$ cat config.mk
export PLATFORM = sky130hd
export DESIGN_NAME = port_io_bridge
export DESIGN_NICKNAME = d
export VERILOG_FILES = /design/src/rtl/port_io_bridge.sv
export SDC_FILE = /design/constraint.sdc
export NUM_CORES = 1
export LEC_CHECK = 0
export CORE_UTILIZATION = 50
export CTS_BUF_LIST = sky130_fd_sc_hd__clkbuf_4 sky130_fd_sc_hd__clkbuf_8
export DETAILED_ROUTE_END_ITERATION = 10
export HOLD_SLACK_MARGIN = 0.12
export PLACE_DENSITY = 0.78
export SKIP_CTS_REPAIR_TIMING = 1
export SYNTH_ARGS = -nofsm -noshare
export SYNTH_HDL_FRONTEND = slang
export SYNTH_SLANG_ARGS = --single-unit
$ cat constraint.sdc
create_clock -name clk -period 4.27 [get_ports clk]
set_clock_uncertainty 0.15 [all_clocks]
set_input_delay 0.6405 -clock clk [delete_from_list [all_inputs] [get_ports clk]]
set_output_delay 0.6405 -clock clk [all_outputs]
set_load 0.02 [all_outputs]
$ cat src/rtl/port_io_bridge.sv
// rtl/port_io_bridge.sv - host-side bridge for CPU In_port/int and Out_port
// Ingress FIFO feeds one byte at a time to the CPU with an interrupt pulse; egress FIFO captures OUT writes.
module port_io_bridge #(
   parameter int DEPTH     = 4,
   parameter int INT_PULSE = 2
) (
   input  logic                    clk,
   input  logic                    rst,
   input  logic [7:0]              host_in_data,
   input  logic                    host_in_valid,
   output logic                    host_in_ready,
   output logic [7:0]              host_out_data,
   output logic                    host_out_valid,
   input  logic                    host_out_ready,
   output logic [7:0]              cpu_in_port,
   output logic                    cpu_int,
   input  logic                    cpu_in_ack,
   input  logic [7:0]              cpu_out_port,
   input  logic                    cpu_out_stb,
   input  logic                    cpu_hlt,
   output logic                    egress_ovf,
   output logic [$clog2(DEPTH):0]  ingress_level
);

   localparam int AW = $clog2(DEPTH);
   localparam int CW = (INT_PULSE > 1) ? $clog2(INT_PULSE) : 1;
   localparam logic [AW:0]   PTR_ONE = {{AW{1'b0}}, 1'b1};
   localparam logic [CW-1:0] CNT_ONE = {{(CW-1){1'b0}}, 1'b1};
   localparam logic [CW-1:0] CNT_LOAD = CW'(INT_PULSE - 1);

   localparam logic [1:0] S_IDLE  = 2'd0;
   localparam logic [1:0] S_PULSE = 2'd1;
   localparam logic [1:0] S_WAIT  = 2'd2;

   logic [7:0]    in_mem_q [DEPTH];
   logic [AW:0]   in_wr_q, in_rd_q, in_lvl_q;
   logic          in_empty, in_full, in_push, in_pop;

   logic [7:0]    eg_mem_q [DEPTH];
   logic [AW:0]   eg_wr_q, eg_rd_q;
   logic          eg_empty, eg_full, eg_push, eg_pop, ovf_q;

   logic [1:0]    state_q, state_d;
   logic [CW-1:0] cnt_q, cnt_d;
   logic          int_q, int_d;
   logic [7:0]    port_q, port_d;

   assign in_empty = (in_wr_q == in_rd_q);
   assign in_full  = (in_wr_q[AW] != in_rd_q[AW]) && (in_wr_q[AW-1:0] == in_rd_q[AW-1:0]);
   assign in_push  = host_in_valid & ~in_full;

   assign eg_empty = (eg_wr_q == eg_rd_q);
   assign eg_full  = (eg_wr_q[AW] != eg_rd_q[AW]) && (eg_wr_q[AW-1:0] == eg_rd_q[AW-1:0]);
   assign eg_pop   = ~eg_empty & host_out_ready;
   // A full egress can still take a strobe when the host frees a slot on the same edge.
   assign eg_push  = cpu_out_stb & (~eg_full | eg_pop);

   assign host_in_ready  = ~in_full;
   assign host_out_valid = ~eg_empty;
   assign host_out_data  = eg_empty ? 8'h00 : eg_mem_q[eg_rd_q[AW-1:0]];
   assign cpu_in_port    = port_q;
   assign cpu_int        = int_q;
   assign egress_ovf     = ovf_q;
   assign ingress_level  = in_lvl_q;

   always_comb begin
      state_d = state_q;
      cnt_d   = cnt_q;
      int_d   = int_q;
      port_d  = port_q;
      in_pop  = 1'b0;
      case (state_q)
         S_IDLE: begin
            if (!in_empty && !cpu_hlt) begin
               port_d  = in_mem_q[in_rd_q[AW-1:0]];
               int_d   = 1'b1;
               cnt_d   = CNT_LOAD;
               state_d = S_PULSE;
            end
         end
         S_PULSE: begin
            if (cpu_in_ack) begin
               in_pop  = 1'b1;
               int_d   = 1'b0;
               state_d = S_IDLE;
            end else if (cnt_q == '0) begin
               int_d   = 1'b0;
               state_d = S_WAIT;
            end else begin
               cnt_d = cnt_q - CNT_ONE;
            end
         end
         S_WAIT: begin
            if (cpu_in_ack) begin
               in_pop  = 1'b1;
               state_d = S_IDLE;
            end
         end
         default: begin
            int_d   = 1'b0;
            state_d = S_IDLE;
         end
      endcase
   end

   always_ff @(posedge clk or negedge rst) begin
      if (!rst) begin
         state_q <= S_IDLE;
         cnt_q   <= '0;
         int_q   <= 1'b0;
         port_q  <= 8'h00;
      end else begin
         state_q <= state_d;
         cnt_q   <= cnt_d;
         int_q   <= int_d;
         port_q  <= port_d;
      end
   end

   always_ff @(posedge clk or negedge rst) begin
      if (!rst) begin
         in_wr_q  <= '0;
         in_rd_q  <= '0;
         in_lvl_q <= '0;
      end else begin
         if (in_push) in_wr_q <= in_wr_q + PTR_ONE;
         if (in_pop)  in_rd_q <= in_rd_q + PTR_ONE;
         case ({in_push, in_pop})
            2'b10:   in_lvl_q <= in_lvl_q + PTR_ONE;
            2'b01:   in_lvl_q <= in_lvl_q - PTR_ONE;
            default: in_lvl_q <= in_lvl_q;
         endcase
      end
   end

   always_ff @(posedge clk or negedge rst) begin
      if (!rst) begin
         eg_wr_q <= '0;
         eg_rd_q <= '0;
         ovf_q   <= 1'b0;
      end else begin
         if (eg_push) eg_wr_q <= eg_wr_q + PTR_ONE;
         if (eg_pop)  eg_rd_q <= eg_rd_q + PTR_ONE;
         if (cpu_out_stb && !eg_push) ovf_q <= 1'b1;
      end
   end

   // Storage carries no reset: pointers define validity, stale contents are never observed.
   always_ff @(posedge clk) begin
      if (in_push) in_mem_q[in_wr_q[AW-1:0]] <= host_in_data;
      if (eg_push) eg_mem_q[eg_wr_q[AW-1:0]] <= cpu_out_port;
   end

endmodule

==> impl_metrics.env, run 1 <==
export IMPL_worstPathRequired_ps=3480
export IMPL_num_vias=2004
export IMPL_ir_worst_vdd_v=0.000615
export IMPL_finalNetCount=311
export IMPL_synthToLayoutAreaGrowth_pct=18.7
export IMPL_detail_route_antenna_nets=0
export IMPL_critPathCaptureType="output pin"
export IMPL_power_leakage_nw=1.73
export IMPL_grt_overflow_total=0
export IMPL_setup_worst_path_start_class="flip-flop"
export IMPL_grt_max_degree=29
export IMPL_hold_viol=0
export IMPL_crit_arrival_ps=2430
export IMPL_dp_hpwl_um=4370
export IMPL_synth_xor_area_share=0.0492
export IMPL_timing_final_ws_setup_ps=1050
export IMPL_postLayoutCoreUtil=0.627
export IMPL_initial_core_util=0.528
export IMPL_gpl_final_weighted_congestion=0.773
export IMPL_r2r_setup_slack_ps=1360
export IMPL_clkTransAtPathRegs_ps=80
export IMPL_dp_slack_ps=1270
export IMPL_hp_class="reg2reg"
export IMPL_critPathKind="reg2out"
export IMPL_cts_max_path_buffers=2
export IMPL_yosysTopAreaCellShare=0.491
export IMPL_setup_viol=0
export IMPL_cts_root_buf="clkbuf_8"
export IMPL_first_global_vias=2117
export IMPL_synth_cell_types=25
export IMPL_insertion_delay_ps=350
export IMPL_antenna_found_initial=0
export IMPL_die_area_mm2=0.00818
export IMPL_syn_num_nets=259
export IMPL_syn_area_per_cell_um2=17.7
export IMPL_wl_um=6470
export IMPL_fmax_mhz=311
export IMPL_yosys_top_cells_area="edfxtp_1 (49%), dfrtp_1 (18%), mux4_1 (5.4%), mux4_2 (4.6%), ha_1 (4.5%)"
export IMPL_synth_seq_cells=92
export IMPL_power_density_mw_per_mm2=754
export IMPL_synth_compound_area_frac=0.0329
export IMPL_async_flop_share=0.304
export IMPL_synth_adder_area_share=0.0499
export IMPL_min_period_ps=3220
export IMPL_status="finished clean"
export IMPL_yosysMostFrequentCell="edfxtp_1"
export IMPL_wl_per_cell_um=17.2
export IMPL_die_h_um=90.5
export IMPL_synth_top_area_cell="edfxtp_1"
export IMPL_coreArea_mm2=0.00741
export IMPL_diodes=0
export IMPL_synth_warnings=0
export IMPL_synth_common_cells="edfxtp_1 (64), dfrtp_1 (28), and2_1 (17)"
export IMPL_grt_pass1_wl_um=10600
export IMPL_yosysSeqAreaShare=0.670
export IMPL_io_pins=46
export IMPL_timing_final_crit_share=0.754
export IMPL_die_w_um=90.5
export IMPL_cts_htree_levels=3
export IMPL_multiInputGateArea_mm2=0.00120
export IMPL_vias_per_cell=5.32
export IMPL_synthesis_area_mm2=0.00391
export IMPL_rsz0062_at_grt="false"
export IMPL_synth_top_family_by_area="multiplexers"
export IMPL_relSlewSlack=0.515
export IMPL_worst_pin_slew_ps=728
export IMPL_firstDrtPassIters=4
export IMPL_drive_gt1_frac=0.140
export IMPL_yosys_area_share_simple=0.0429
export IMPL_drtIter0Drc=100
export IMPL_crit_path_max_fanout=11
export IMPL_ff_latch_area_mm2=0.00262
export IMPL_drv_slew=0
export IMPL_drc=0
export IMPL_cap_violations=0
export IMPL_cts_tree="done"
export IMPL_grt_util_all_layers=0.174
export IMPL_tritoncts_num_buffers=9
export IMPL_synth_cells=221
export IMPL_ys_flop_type="edfxtp_1"
export IMPL_cts_sinks=92
export IMPL_fill_cells=560
export IMPL_rows=31
export IMPL_synth_edf_count=64
export IMPL_port_buffers=45
export IMPL_setup_tns_final_ps=0
export IMPL_synthMuxAreaShare=0.131
[routing by layer]
| layer | routed length, um | part of all wire | GRT usage |
|---|---|---|---|
| met1 | 2730 | 0.42 | 0.211 |
| met3 | 273 | 0.042 | 0.0581 |
| met5 | 0 | 0 | 0 |
| met4 | 76 | 0.012 | 0.0484 |
| met2 | 3390 | 0.52 | 0.299 |
[kinds of logic (layout without fill, tap and decap cells)]
| group | Yosys count | after routing |
|---|---|---|
| AND/OR/NAND/NOR | 32 | 32 |
| multiplexers | 27 | 27 |
| adder cells (fa/ha/maj) | 15 | 15 |
| flip-flops | 92 | 92 |
| XOR/XNOR | 19 | 19 |
| AO/OA/AOI/OAI | 18 | 18 |
| buffers and inverters | 18 | 75 |
[per-stage QoR]
step / hold slack [ps] / power [mW] / std cells / instance area, um2
floorplan: 195 / 2.46 / 221 / 3910
global placement: 313 / 2.90 / 361 / 4450
detailed placement: 321 / 2.97 / 361 / 4450
CTS: 340 / 3.54 / 377 / 4640
global route: 347 / 3.71 / 377 / 4640
finish: 337 / 3.50 / 377 / 4640
[path summary, 6_finish.rpt]
kind | end | cells after the start | from
max | host_out_data[5] | 4 | eg_rd_q[0]
min | egress_ovf | 1 | egress_ovf
max reg2reg | ingress_level[2] | 8 | in_rd_q[0]
min reg2reg | egress_ovf | 1 | egress_ovf
max in group asynchronous | cpu_in_port[4] | 2 | rst
min in group asynchronous | cpu_in_port[1] | 2 | rst
[flip-flops by register name, indices dropped and copies added, names as in the netlist]
name,cells
eg_mem_q,32
egress_ovf,1
ingress_level,3
in_rd_q,3
cnt_q,1
state_q,2
in_wr_q,3
eg_wr_q,3
cpu_in_port,8
in_mem_q,32
cpu_int,1
eg_rd_q,3
[layout by cell type, fill, tap and decap left out, drive strengths merged, types with 4 or more instances in the layout]
| cell | instances |
|---|---|
| nor2 | 6 |
| clkbuf | 11 |
| mux2 | 11 |
| and2 | 17 |
| mux4 | 16 |
| clkdlybuf4s50 | 45 |
| inv | 13 |
| edfxtp | 64 |
| xor2 | 5 |
| ha | 14 |
| nand3 | 4 |
| a21oi | 4 |
| o21ai | 7 |
| nand2 | 5 |
| dfrtp | 28 |
| xnor2 | 14 |
[power breakdown]
group / total (mW) / internal, mW / switching [mW] / leakage, nW
logic: 1.46 / 0.764 / 0.699 / 0.713
registers: 1.48 / 1.24 / 0.235 / 0.916
clock network: 0.565 / 0.281 / 0.284 / 0.0999
total: 3.50 / 2.28 / 1.22 / 1.73
[critical path: stages, from the launching register on]
cell	delay, ps
dfrtp_1	760
xnor2_1	230
nand3_1	310
and2_1	250
clkdlybuf4s50_1	530
[area by class of cell]
class,count,area share
inverter,13,0.0105
multi-input combinational,111,0.258
clock inverter,5,0.0113
sequential,92,0.565
clock buffer,11,0.0299
timing repair buffer,46,0.0986
tap,99,0.0267
(Power assumes the default switching activity.)
==> run 2, diff against run 1 <==
--- a/config.mk
+++ b/config.mk
@@ -9,7 +9,7 @@
 export CTS_BUF_LIST = sky130_fd_sc_hd__clkbuf_4 sky130_fd_sc_hd__clkbuf_8
 export DETAILED_ROUTE_END_ITERATION = 10
 export HOLD_SLACK_MARGIN = 0.12
-export PLACE_DENSITY = 0.78
+export PLACE_DENSITY = 0.8
 export SKIP_CTS_REPAIR_TIMING = 1
 export SYNTH_ARGS = -nofsm -noshare
 export SYNTH_HDL_FRONTEND = slang
==> constraint.sdc (replaced) <==
create_clock -name clk -period 2.74 [get_ports clk]
set_clock_uncertainty 0.15 [all_clocks]
set_input_delay 0.411 -clock clk [delete_from_list [all_inputs] [get_ports clk]]
set_output_delay 0.411 -clock clk [all_outputs]
set_load 0.02 [all_outputs]
==> run 2 against run 1 <==
Effect of this change:
- first-iteration DRC count fell by 17%
- largest power group is now combinational logic
- die area is the same
- setup slack worse by 770 ps
- non-clock buffer count rose by 10
- sequential power is 47% higher
- largest cell class unchanged
- total power rose by 60%
- cell count is 2.7% higher
- register-to-register slack worse by 860 ps
==> impl_metrics.env, run 2 (synthesis results as in run 1) <==
export IMPL_insertion_delay_ps=360
export IMPL_crit_start="eg_rd_q[0]"
export IMPL_r2r_setup_slack_ps=500
export IMPL_p_seq_frac=0.387
export IMPL_worstPathRequired_ps=2180
export IMPL_fmax_mhz=407
export IMPL_grt_util_all_layers=0.170
export IMPL_port_buffers=45
export IMPL_ir_worst_vdd_v=0.000743
export IMPL_design_power_total_mw=5.61
export IMPL_ff_latch_area_mm2=0.00262
export IMPL_power_frac_comb=0.447
export IMPL_worst_pin_slew_ps=576
export IMPL_cts_root_buf="clkbuf_8"
export IMPL_firstDrtPassIters=4
export IMPL_cts_tree="done"
export IMPL_reg2reg_to="ingress_level[2]"
export IMPL_drv_slew=0
export IMPL_drc=0
export IMPL_rows=31
export IMPL_design_area_mm2=0.00478
export IMPL_cp_cell_sequence="buf_4 -> xnor2_2 -> nand3_4 -> clkdlybuf4s50_1"
export IMPL_cts_sinks=92
export IMPL_setup_tns_final_ps=0
export IMPL_synthToLayoutAreaGrowth_pct=22.2
export IMPL_power_share_switching=0.352
export IMPL_crit_reg2reg_launch="in_wr_q[0]"
export IMPL_dpl_cell_area_mm2=0.00452
export IMPL_cellInternalPower_mw=3.64
export IMPL_power_density_mw_per_mm2=1170
export IMPL_num_vias=2005
export IMPL_clkPwrFrac=0.166
export IMPL_die_h_um=90.5
export IMPL_timing_final_ws_setup_ps=281
export IMPL_cap_violations=0
export IMPL_wl_per_cell_um=16.1
export IMPL_crit_path_max_fanout=11
export IMPL_setup_viol=0
export IMPL_grt_overflow_total=0
export IMPL_vias_per_cell=5.18
export IMPL_cp_slowest_cell="clkdlybuf4s50_1"
export IMPL_fill_cells=518
export IMPL_power_leakage_nw=1.88
export IMPL_status="finished clean"
export IMPL_relSlewSlack=0.616
export IMPL_timing_final_crit_share=0.898
export IMPL_rsz0062_at_grt="false"
export IMPL_dp_slack_ps=338
export IMPL_hp_class="in2async"
export IMPL_final_common_cell="edfxtp_1"
export IMPL_min_period_ps=2460
export IMPL_multiInputGateArea_mm2=0.00123
export IMPL_grt_pass1_wl_um=10400
export IMPL_cts_max_path_buffers=2
export IMPL_crit_arrival_ps=1900
export IMPL_critPathKind="reg2out"
export IMPL_worstRegToRegCells=8
export IMPL_antenna_found_initial=0
export IMPL_die_w_um=90.5
export IMPL_drive_gt1_frac=0.181
export IMPL_initial_core_util=0.528
export IMPL_critPathCaptureType="output pin"
export IMPL_postLayoutCoreUtil=0.645
export IMPL_wl_um=6240
export IMPL_die_area_mm2=0.00818
export IMPL_first_global_vias=2101
export IMPL_cp_slowest_stage_delay_ps=570
export IMPL_critPathCapture="host_out_valid"
export IMPL_tritoncts_num_buffers=9
export IMPL_gpl_final_weighted_congestion=0.795
export IMPL_cts_htree_levels=3
export IMPL_setup_worst_path_start_class="flip-flop"
export IMPL_finalNetCount=321
export IMPL_io_pins=46
export IMPL_switching_power_mw=1.97
export IMPL_diodes=0
export IMPL_drtIter0Drc=83
export IMPL_final_cell_mix="edfxtp_1 (64), clkdlybuf4s50_1 (37), dfrtp_1 (28)"
export IMPL_detail_route_antenna_nets=0
export IMPL_coreArea_mm2=0.00741
export IMPL_dp_hpwl_um=4280
export IMPL_clkTransAtPathRegs_ps=100
export IMPL_grt_max_degree=29
export IMPL_hold_viol=0
-- run 2: how the worst min path moves through the flow --
stage                          start  cells after the start          endpoint
finish                           rst                      2    cpu_in_port[1]
global route                     rst                      2    cpu_in_port[4]
CTS                              rst                      2    cpu_in_port[4]
global placement    ingress_level[2]                      1  ingress_level[2]
detailed placement  ingress_level[2]                      1  ingress_level[2]
floorplan                        rst                      0             cnt_q
-- run 2: metrics by stage --
step | instances | hold slack (ps)
final | 387 | 282
after global placement | 370 | 306
after CTS | 386 | 283
after floorplan | 221 | -34.6
after global routing | 387 | 322
after detailed placement | 370 | 323
-- run 2: cell type report --
type / count / share of cell area
Sequential cell: 92 / 0.548
Clock buffer: 9 / 0.0259
Inverter: 13 / 0.0102
Timing Repair Buffer: 56 / 0.116
Clock inverter: 7 / 0.0175
Multi-Input combinational cell: 111 / 0.256
Tap cell: 99 / 0.0259
-- run 2: worst max-delay path, delay by kind of cell, from the launching register on --
| family | cells | cell delay, ps |
|---|---|---|
| buffers and inverters | 2 | 720 |
| flip-flops | 1 | 410 |
| XOR/XNOR | 1 | 240 |
| AND/OR/NAND/NOR | 1 | 170 |
-- run 2: layer usage --
layer  vias up  part of all wire  global-route usage
li1        959                 -                   -
met1       998              0.43               0.214
met2        41              0.52               0.287
met3         7             0.031              0.0337
met4         0             0.014              0.0766
met5         -                 0                   0
-- run 2: power by group through the flow --
stage / Combinational, mW / Clock (mW) / Sequential [mW]
after global placement: 2.43 / 0 / 2.18
after detailed placement: 2.49 / 0 / 2.20
final: 2.51 / 0.933 / 2.17
after global routing: 2.73 / 1.02 / 2.23
after floorplan: 1.57 / 0 / 2.26
after CTS: 2.50 / 0.952 / 2.17
